### config.mk
export PLATFORM = sky130hd
export DESIGN_NAME = uart_stream_collector
export DESIGN_NICKNAME = d
export VERILOG_FILES = /design/src/rtl/uart_stream_collector.sv
export SDC_FILE = /design/constraint.sdc
export NUM_CORES = 1
export LEC_CHECK = 0
export BUFFER_PORTS_ARGS = -buffer_cell sky130_fd_sc_hd__buf_2
export CAP_MARGIN = 20
export CORE_MARGIN = 2
export CORE_UTILIZATION = 30
export CTS_BUF_LIST = sky130_fd_sc_hd__clkbuf_4 sky130_fd_sc_hd__clkbuf_8 sky130_fd_sc_hd__clkbuf_16
export CTS_CLUSTER_SIZE = 40
export DETAILED_ROUTE_END_ITERATION = 12
export HOLD_SLACK_MARGIN = 0.1
export PLACE_DENSITY = 0.4
export REMOVE_ABC_BUFFERS = 1
export SETUP_SLACK_MARGIN = 0.3
export SLEW_MARGIN = 30
export SYNTH_ARGS = -nofsm -noshare
export SYNTH_HDL_FRONTEND = slang
export SYNTH_SLANG_ARGS = --single-unit
export TNS_END_PERCENT = 1
### constraint.sdc
create_clock -name i_clk -period 3.49 [get_ports i_clk]
set_clock_uncertainty 0.05 [all_clocks]
set_input_delay 0.349 -clock i_clk [delete_from_list [all_inputs] [get_ports i_clk]]
set_output_delay 0.349 -clock i_clk [all_outputs]
set_load 0.02 [all_outputs]
### src/rtl/uart_stream_collector.sv
// ---------------------------------------------------------------------------
// uart_stream_collector
//
// 8N1 UART receiver feeding a small first-word-fall-through FIFO. Received
// bytes are presented as a byte stream (tdata/tlast/tvalid/tready).
//
// Parameters
//   CLK_FREQ_HZ : i_clk frequency in Hz
//   BAUD_RATE   : serial line rate. CLK_FREQ_HZ/BAUD_RATE must be >= 4.
//   FIFO_AW     : FIFO address width, depth = 2**FIFO_AW entries
//   LAST_CHAR   : byte value that is flagged with tlast
//
// Ports
//   i_clk       : clock
//   i_rst       : synchronous active-high reset
//   i_uart_rx   : asynchronous serial input, idle high
//   o_tdata     : byte at the head of the FIFO, 0 when the FIFO is empty
//   o_tlast     : head byte equals LAST_CHAR
//   o_tvalid    : FIFO not empty
//   i_tready    : consumer takes the head byte when o_tvalid && i_tready
//   o_frame_err : one-cycle pulse, stop bit sampled low
//   o_overrun   : one-cycle pulse, byte completed while FIFO full and dropped
// ---------------------------------------------------------------------------
module uart_stream_collector #(
    parameter int         CLK_FREQ_HZ = 16000000,
    parameter int         BAUD_RATE   = 57600,
    parameter int         FIFO_AW     = 4,
    parameter logic [7:0] LAST_CHAR   = 8'h0A
) (
    input  logic       i_clk,
    input  logic       i_rst,
    input  logic       i_uart_rx,
    output logic [7:0] o_tdata,
    output logic       o_tlast,
    output logic       o_tvalid,
    input  logic       i_tready,
    output logic       o_frame_err,
    output logic       o_overrun
);

    localparam int CLKS_PER_BIT = CLK_FREQ_HZ / BAUD_RATE;
    localparam int CNT_W        = (CLKS_PER_BIT > 1) ? $clog2(CLKS_PER_BIT) : 1;
    localparam int DEPTH        = 2 ** FIFO_AW;

    localparam logic [CNT_W-1:0]   CNT_MAX  = CNT_W'(CLKS_PER_BIT - 1);
    localparam logic [CNT_W-1:0]   CNT_HALF = CNT_W'(CLKS_PER_BIT / 2);
    localparam logic [FIFO_AW:0]   FULL_CNT = (FIFO_AW + 1)'(DEPTH);

    typedef enum logic [2:0] {
        IDLE,
        START,
        DATA,
        STOP,
        BREAK
    } rx_state_t;

    // Synchronizer and edge detect
    logic rx_meta;
    logic rx_sync;
    logic rx_prev;

    // Receiver state and datapath
    rx_state_t        state, state_next;
    logic [CNT_W-1:0] baud_cnt, baud_cnt_next;
    logic [2:0]       bit_idx, bit_idx_next;
    logic [7:0]       shift, shift_next;
    logic             push_req;
    logic             frame_err_next;
    logic             baud_expire;

    // FIFO
    logic [8:0]         mem [DEPTH];
    logic [FIFO_AW-1:0] wr_ptr;
    logic [FIFO_AW-1:0] rd_ptr;
    logic [FIFO_AW:0]   count;
    logic               fifo_full;
    logic               pop;
    logic               wr_en;
    logic               overrun_next;
    logic [8:0]         head;

    // Two-flop synchronizer plus one extra stage so the falling edge can be
    // detected on the synced value. All stages reset to the idle-high level
    // so leaving reset never looks like a start bit.
    always_ff @(posedge i_clk) begin
        if (i_rst) begin
            rx_meta <= 1'b1;
            rx_sync <= 1'b1;
            rx_prev <= 1'b1;
        end else begin
            rx_meta <= i_uart_rx;
            rx_sync <= rx_meta;
            rx_prev <= rx_sync;
        end
    end

    assign baud_expire = (baud_cnt == CNT_MAX);

    // Receiver state register together with the bit-timing datapath.
    always_ff @(posedge i_clk) begin
        if (i_rst) begin
            state    <= IDLE;
            baud_cnt <= '0;
            bit_idx  <= '0;
            shift    <= '0;
        end else begin
            state    <= state_next;
            baud_cnt <= baud_cnt_next;
            bit_idx  <= bit_idx_next;
            shift    <= shift_next;
        end
    end

    // Next-state logic. The baud counter free-runs 0..CLKS_PER_BIT-1 while a
    // frame is in progress. Loading half a bit on the start edge places every
    // later sample in the middle of its bit.
    always_comb begin
        state_next     = state;
        baud_cnt_next  = baud_expire ? '0 : baud_cnt + CNT_W'(1);
        bit_idx_next   = bit_idx;
        shift_next     = shift;
        push_req       = 1'b0;
        frame_err_next = 1'b0;

        case (state)
            IDLE: begin
                baud_cnt_next = baud_cnt;
                if (rx_prev && !rx_sync) begin
                    baud_cnt_next = CNT_HALF;
                    state_next    = START;
                end
            end
            START: begin
                if (baud_expire) begin
                    if (rx_sync) begin
                        // Line went back high before mid start bit: glitch.
                        state_next = IDLE;
                    end else begin
                        state_next   = DATA;
                        bit_idx_next = '0;
                    end
                end
            end
            DATA: begin
                if (baud_expire) begin
                    shift_next = {rx_sync, shift[7:1]};
                    if (bit_idx == 3'd7) begin
                        state_next = STOP;
                    end else begin
                        bit_idx_next = bit_idx + 3'd1;
                    end
                end
            end
            STOP: begin
                if (baud_expire) begin
                    if (rx_sync) begin
                        push_req   = 1'b1;
                        state_next = IDLE;
                    end else begin
                        frame_err_next = 1'b1;
                        state_next     = BREAK;
                    end
                end
            end
            BREAK: begin
                // Wait out a held-low line so it cannot be read as 0x00 bytes.
                baud_cnt_next = baud_cnt;
                if (rx_sync) begin
                    state_next = IDLE;
                end
            end
            default: begin
                state_next = IDLE;
            end
        endcase
    end

    // A push while full is only accepted when the head is being popped in
    // the same cycle; then the freed slot is exactly the one written.
    assign fifo_full    = (count == FULL_CNT);
    assign pop          = o_tvalid && i_tready;
    assign wr_en        = push_req && (!fifo_full || pop);
    assign overrun_next = push_req && fifo_full && !pop;

    // FIFO pointers and occupancy.
    always_ff @(posedge i_clk) begin
        if (i_rst) begin
            wr_ptr <= '0;
            rd_ptr <= '0;
            count  <= '0;
        end else begin
            if (wr_en) begin
                wr_ptr <= wr_ptr + FIFO_AW'(1);
            end
            if (pop) begin
                rd_ptr <= rd_ptr + FIFO_AW'(1);
            end
            case ({wr_en, pop})
                2'b10:   count <= count + (FIFO_AW + 1)'(1);
                2'b01:   count <= count - (FIFO_AW + 1)'(1);
                default: count <= count;
            endcase
        end
    end

    // Storage holds {tlast, tdata}; tlast is decided once, at push time.
    always_ff @(posedge i_clk) begin
        if (!i_rst && wr_en) begin
            mem[wr_ptr] <= {(shift == LAST_CHAR), shift};
        end
    end

    // Status pulses line up with the cycle in which a pushed byte would
    // first become visible.
    always_ff @(posedge i_clk) begin
        if (i_rst) begin
            o_frame_err <= 1'b0;
            o_overrun   <= 1'b0;
        end else begin
            o_frame_err <= frame_err_next;
            o_overrun   <= overrun_next;
        end
    end

    // Head entry is masked while empty so the stream outputs read zero
    // after reset instead of stale memory contents.
    assign head     = mem[rd_ptr];
    assign o_tvalid = (count != '0);
    assign o_tdata  = o_tvalid ? head[7:0] : 8'h00;
    assign o_tlast  = o_tvalid ? head[8] : 1'b0;

endmodule

==> flow_summary.yaml, run 1 <==
clock_tree:
  clk_latency_ns: 0.42
  root_buffer: "clkbuf_16"
  cts_buffers: 17
  cts_sinks: 189
  cts_tree: "yes"
  post_cts.repair.setup_buffers: 0
  cts_max_path_buffers: 2
  path_clk_slew_ns: 0.07
  cts_max_level: 4
pwr:
  netSwitchingPower_uw: 1541
  p_int_uw: 3883
  combPwrFrac_pct: 20.1
  power_density_mw_per_mm2: 613.2
  p_leak_uw: 0.003006
  seqPwrFrac_pct: 46.1
  p_clk_share_pct: 33.8
  ir_worst_vdd_v: 0.0003416
  switching_share_pct: 28.40
placed_design:
  io_buffer_count: 15
  place.detailed.hpwl_um: 10990
  gp_congestion: 0.7436
yosys:
  synth-edff-count: 144
  seq_area_frac_synth_pct: 67.80
  synth-seq-cells: 189
  ys_warn_count: 0
  yosysTopAreaCell: "edfxtp_1"
  synth_top_family_by_area: "multiplexers"
  syn_avg_cell_area_um2: 16.97
  synth_top_area_share_pct: 56.11
  yosysMostFrequentCell: "edfxtp_1"
  synth_adder_area_share_pct: 2.208
  synthMuxAreaShare_pct: 15.59
  synth_compound_area_share_pct: 2.452
  synth_cells: 454
  async_flop_share_pct: 0
  ys.flop_type: "edfxtp_1"
  synth_simple_gate_area_share_pct: 8.443
  synth_xor_area_share_pct: 1.705
  yosysUniqueCellTypes: 51
  synth_common_cells: "edfxtp_1, nor2_1, dfxtp_1, mux4_2, mux2i_1"
  mappedNetlistArea_mm2: 0.007706
  synth.area.top_cells: "edfxtp_1, mux4_2, dfxtp_1, nor2_1, ha_1"
global_routing:
  grt_pass1_vias: 4134
  grt_first_pass_wirelength_um: 25750
  grt_max_degree: 38
  grt_use_total_pct: 13.44
  antenna_found_initial: 0
  grt_overflow_total: 0
sta:
  setup_viol: 0
  whs_ns: 0.2690
  worstMarginPinSlew_ns: 0.8059
  final_hold_viol_count: 0
  rsz0062_at_grt: "no"
  fin_tns_setup_ns: 0
  fmax_ghz: 0.3373
  slew_viol_final: 0
  max_slew_margin_pct: 46.20
  fin_crit_ns: 2.965
  min_period_over_period_pct: 84.95
layout:
  n_antenna_cell: 0
  area_growth_syn_to_layout_pct: 14.78
  fin_nets: 508
  drive_gt1_share_pct: 26.39
critical_path:
  start_kind: "flip-flop"
  regToRegStartpoint: "count[0]"
  cp-end-kind: "primary output"
  critPathSlowestCell: "dfxtp_2"
  critPathKind: "flip-flop to primary output"
  max_stage_delay_ns: 0.62
  crit_required_ns: 3.09
  rr_worst_depth: 10
  cpMostUsedCell: "mux4_2"
  critical_path.endpoint: "o_tdata[1]"
  rr_endpoint: "count[4]"
  crit_chain: "buf_4 > mux4_2 > mux4_2 > and2_1 > buf_2"
  path_max_fanout: 14
  arrival_ns: 2.57
  r2r_slack_ns: 0.58
hold_path:
  hold_depth: 3
  min_path_type: "input pin to flip-flop"
  hp-start: "i_tready"
die:
  io_pins: 16
  die_height_um: 164.3
  initial_utilization_pct: 30.60
  core_area_mm2: 0.02518
  dieArea_mm2: 0.02698
  die_w_um: 164.3
  row_count: 58
route:
  drt-initial-drc-count: 278
  routed_wl_um: 16910
  drc_errors: 0
  viasPerCell: 4.692
  vias: 3913
  dr.pass1.iters: 4
  wire_per_inst_um: 20.28
  antenna_left: 0
run:
  cap_violations: 0
run_status:
  status: "complete, no violations"
## cell families after synthesis
group,Yosys count
mux,62
xor+xnor,15
flops,189
compound gates,27
simple gates,118
buf+inv,30
fa+ha+maj,13
## registers in the layout, summed over array words and instances (netlist names), named ones only
name,flops
rx_prev,1
baud_cnt,9
wr_ptr,4
count,5
o_overrun,1
state,3
rx_meta,1
shift,8
mem,144
bit_idx,3
rd_ptr,4
o_frame_err,1
rx_sync,1
## critical path: cells and delay by family, from the launching register on
| family | cells | cell delay (ns) |
|---|---|---|
| flops | 1 | 0.62 |
| simple gates | 1 | 0.16 |
| buf+inv | 2 | 0.47 |
| mux | 2 | 0.88 |
## placed cells by master, fill, tap and decap left out, types with 10 or more instances in the layout
cell / synthesis / layout
inv_1: 10 / 10
nor2_1: 52 / 52
nand2_1: 14 / 14
clkbuf_16: 0 / 17
ha_1: 12 / 12
buf_4: 3 / 21
edfxtp_1: 144 / 144
buf_2: 0 / 15
mux4_2: 45 / 45
and2_1: 10 / 10
dfxtp_1: 45 / 43
mux2i_1: 15 / 15
## worst min path at each step
stage	end	slack, ns
after floorplan	rx_sync	0.34
after global placement	rx_sync	0.35
after detailed placement	rx_sync	0.34
after CTS	o_overrun	0.25
after global routing	o_overrun	0.25
final	o_overrun	0.27
## routing by layer
metal | wire length, um | up-vias | track usage, %
met1 | 7765 | 2037 | 17.24
met3 | 483 | 6 | 3.333
li1 | - | 1828 | -
met5 | 0 | - | 0
met4 | 119 | 0 | 2.990
met2 | 8544 | 42 | 22.97
## timing repair
action / CTS / global route
gates resized for setup: 0 / 0
hold buffers: 1 / 0
hold endpoints to repair: 1 / 0
## final cells by class
class | count | area, um2
clock buffer | 17 | 425.4
clock inverter | 15 | 136.4
fill | 2399 | 16340
inverter | 10 | 37.54
multi-input combinational | 235 | 2342
sequential | 189 | 5228
tap | 330 | 412.9
timing repair buffer | 38 | 262.8
## stage by stage
step / instances / worst slack (ns) / power [uW] / util, % / area (um2)
after floorplan: 434 / 0.1620 / 3343 / - / 7605
after global placement: 801 / 0.6099 / 3666 / 32.85 / 8273
after detailed placement: 801 / 0.5797 / 3675 / 32.85 / 8273
after CTS: 834 / 0.4608 / 5510 / 35.12 / 8845
after global routing: 834 / 0.3612 / 5686 / 35.12 / 8845
final: 834 / 0.5253 / 5424 / 35.12 / 8845
## power groups by stage
stage	logic, uW	clock network (uW)	registers [uW]
6_report	1090	1830	2500
3_3_place_gp	1120	0	2550
4_1_cts	1120	1880	2500
2_1_floorplan	752	0	2590
3_5_place_dp	1120	0	2560
5_1_grt	1190	1980	2510
Power figures use the tool's default switching activity.
==> run 2: changes to the inputs <==
- clock period: 3.49 -> 2.9 ns (I/O delays scaled with it)
==> flow_summary.yaml, run 2 (same netlist as run 1, synthesis figures left out) <==
global_routing:
  grt_first_pass_wirelength_um: 26740
  grt_overflow_total: 0
  grt_use_total_pct: 13.86
  antenna_found_initial: 0
  grt_max_degree: 38
  grt_pass1_vias: 4355
clock_tree:
  cts_buffers: 17
  cts_sinks: 189
  root_buffer: "clkbuf_16"
  cts_max_level: 4
  clk_latency_ns: 0.43
  cts_tree: "yes"
  path_clk_slew_ns: 0.07
  cts_max_path_buffers: 2
die:
  io_pins: 16
  initial_utilization_pct: 30.60
  die_w_um: 164.3
  dieArea_mm2: 0.02698
  row_count: 58
  die_height_um: 164.3
  core_area_mm2: 0.02518
route:
  viasPerCell: 4.712
  antenna_left: 0
  drt-initial-drc-count: 205
  vias: 4062
  dr.pass1.iters: 4
  drc_errors: 0
  routed_wl_um: 17220
  wire_per_inst_um: 19.98
sta:
  min_period_over_period_pct: 95.85
  final_hold_viol_count: 0
  fin_tns_setup_ns: 0
  max_slew_margin_pct: 49.28
  worstMarginPinSlew_ns: 0.7597
  whs_ns: 0.2057
  slew_viol_final: 0
  setup_viol: 0
  fin_ws_ns: 0.1204
  fin_crit_ns: 2.780
  rsz0062_at_grt: "yes"
  fmax_ghz: 0.3598
run:
  cap_violations: 0
placed_design:
  io_buffer_count: 15
  dpl_worst_slack_ns: 0.1469
  gp_congestion: 0.7545
  place.detailed.hpwl_um: 11720
critical_path:
  cp-end-kind: "primary output"
  max_stage_delay_ns: 0.54
  crit_chain: "buf_12 > buf_12 > mux4_2 > mux4_2 > and2_4 > buf_6"
  start_kind: "flip-flop"
  critPathKind: "flip-flop to primary output"
  critPathSlowestCell: "mux4_2"
  arrival_ns: 2.44
  critPathBufInv: 3
  crit_required_ns: 2.56
  cpLargestDelayFamily: "multiplexers"
  regToRegStartpoint: "count[0]"
  path_max_fanout: 4
layout:
  final_cell_mix: "edfxtp_1, nor2_1, mux4_2, dfxtp_1, buf_4"
  largest_register_ff_count: 144
  layout_commonest_cell: "edfxtp_1"
  n_antenna_cell: 0
  drive_gt1_share_pct: 31.58
  n_fill_cell: 2349
  area_growth_syn_to_layout_pct: 19.91
  fin_nets: 536
  regMostFlops: "mem"
  finish.utilization_pct: 36.69
  largest_registers: "mem x144, baud_cnt x9, shift x8"
pwr:
  p_leak_uw: 0.003205
  ir_worst_vdd_v: 0.0003610
  power_density_mw_per_mm2: 747.2
run_status:
  status: "complete, no violations"
hold_path:
  min_path_type: "input pin to flip-flop"
  hp-start: "i_tready"
==> run 2: final timing paths <==
path	end	slack (ns)	cells past startpoint
max reg2reg	count[4]	0.29	10
max	o_tdata[3]	0.12	6
min	o_overrun	0.21	3
min reg2reg	rx_sync	0.36	1
==> run 2: area by class of cell <==
type	instances	area (um2)	share of cell area, %
flip-flops and latches	189	5233	56.63
multi-input cells	235	2380	25.75
repair buffers	66	604.3	6.540
clock buffers	17	425.4	4.604
well taps	330	412.9	4.469
clock inverters	15	147.6	1.598
inverters	10	37.54	0.4062
==> run 2: through the flow <==
step / instance area [um2] / total power (uW) / std cells
2_1_floorplan: 7605 / 4023 / 434
3_3_place_gp: 8476 / 4481 / 823
5_1_grt: 9240 / 7249 / 862
6_report: 9240 / 6904 / 862
3_5_place_dp: 8476 / 4495 / 823
4_1_cts: 9185 / 6943 / 862
==> run 2: timing repair <==
| item | 4_1_cts | 5_1_grt |
|---|---|---|
| endpoints found under the hold margin | 1 | 0 |
| setup buffers | 5 | 0 |
| cloned | 1 | 0 |
| hold buffers | 1 | 0 |
| gates resized for setup | 11 | 14 |
| pin swaps | 0 | 1 |
| endpoints found under the setup margin | 81 | 154 |
==> run 2: routing by layer <==
metal	track usage [%]	up-vias	wire [um]
met1	18.15	2125	7945
met3	2.652	9	385
met5	0	-	0
li1	-	1881	-
met4	4.067	0	123
met2	23.39	47	8767
==> run 2: worst min-delay path: stages <==
cell     delay (ns)
buf_2          0.11
nor3_2         0.09
nor4b_1        0.15
==> run 2: report_power, final <==
group	internal [uW]	switching [uW]	leakage (uW)
Combinational	852	759	0.00119
Sequential	2930	88.9	0.00174
Clock	1210	1060	0.000275
Total	5000	1910	0.00321
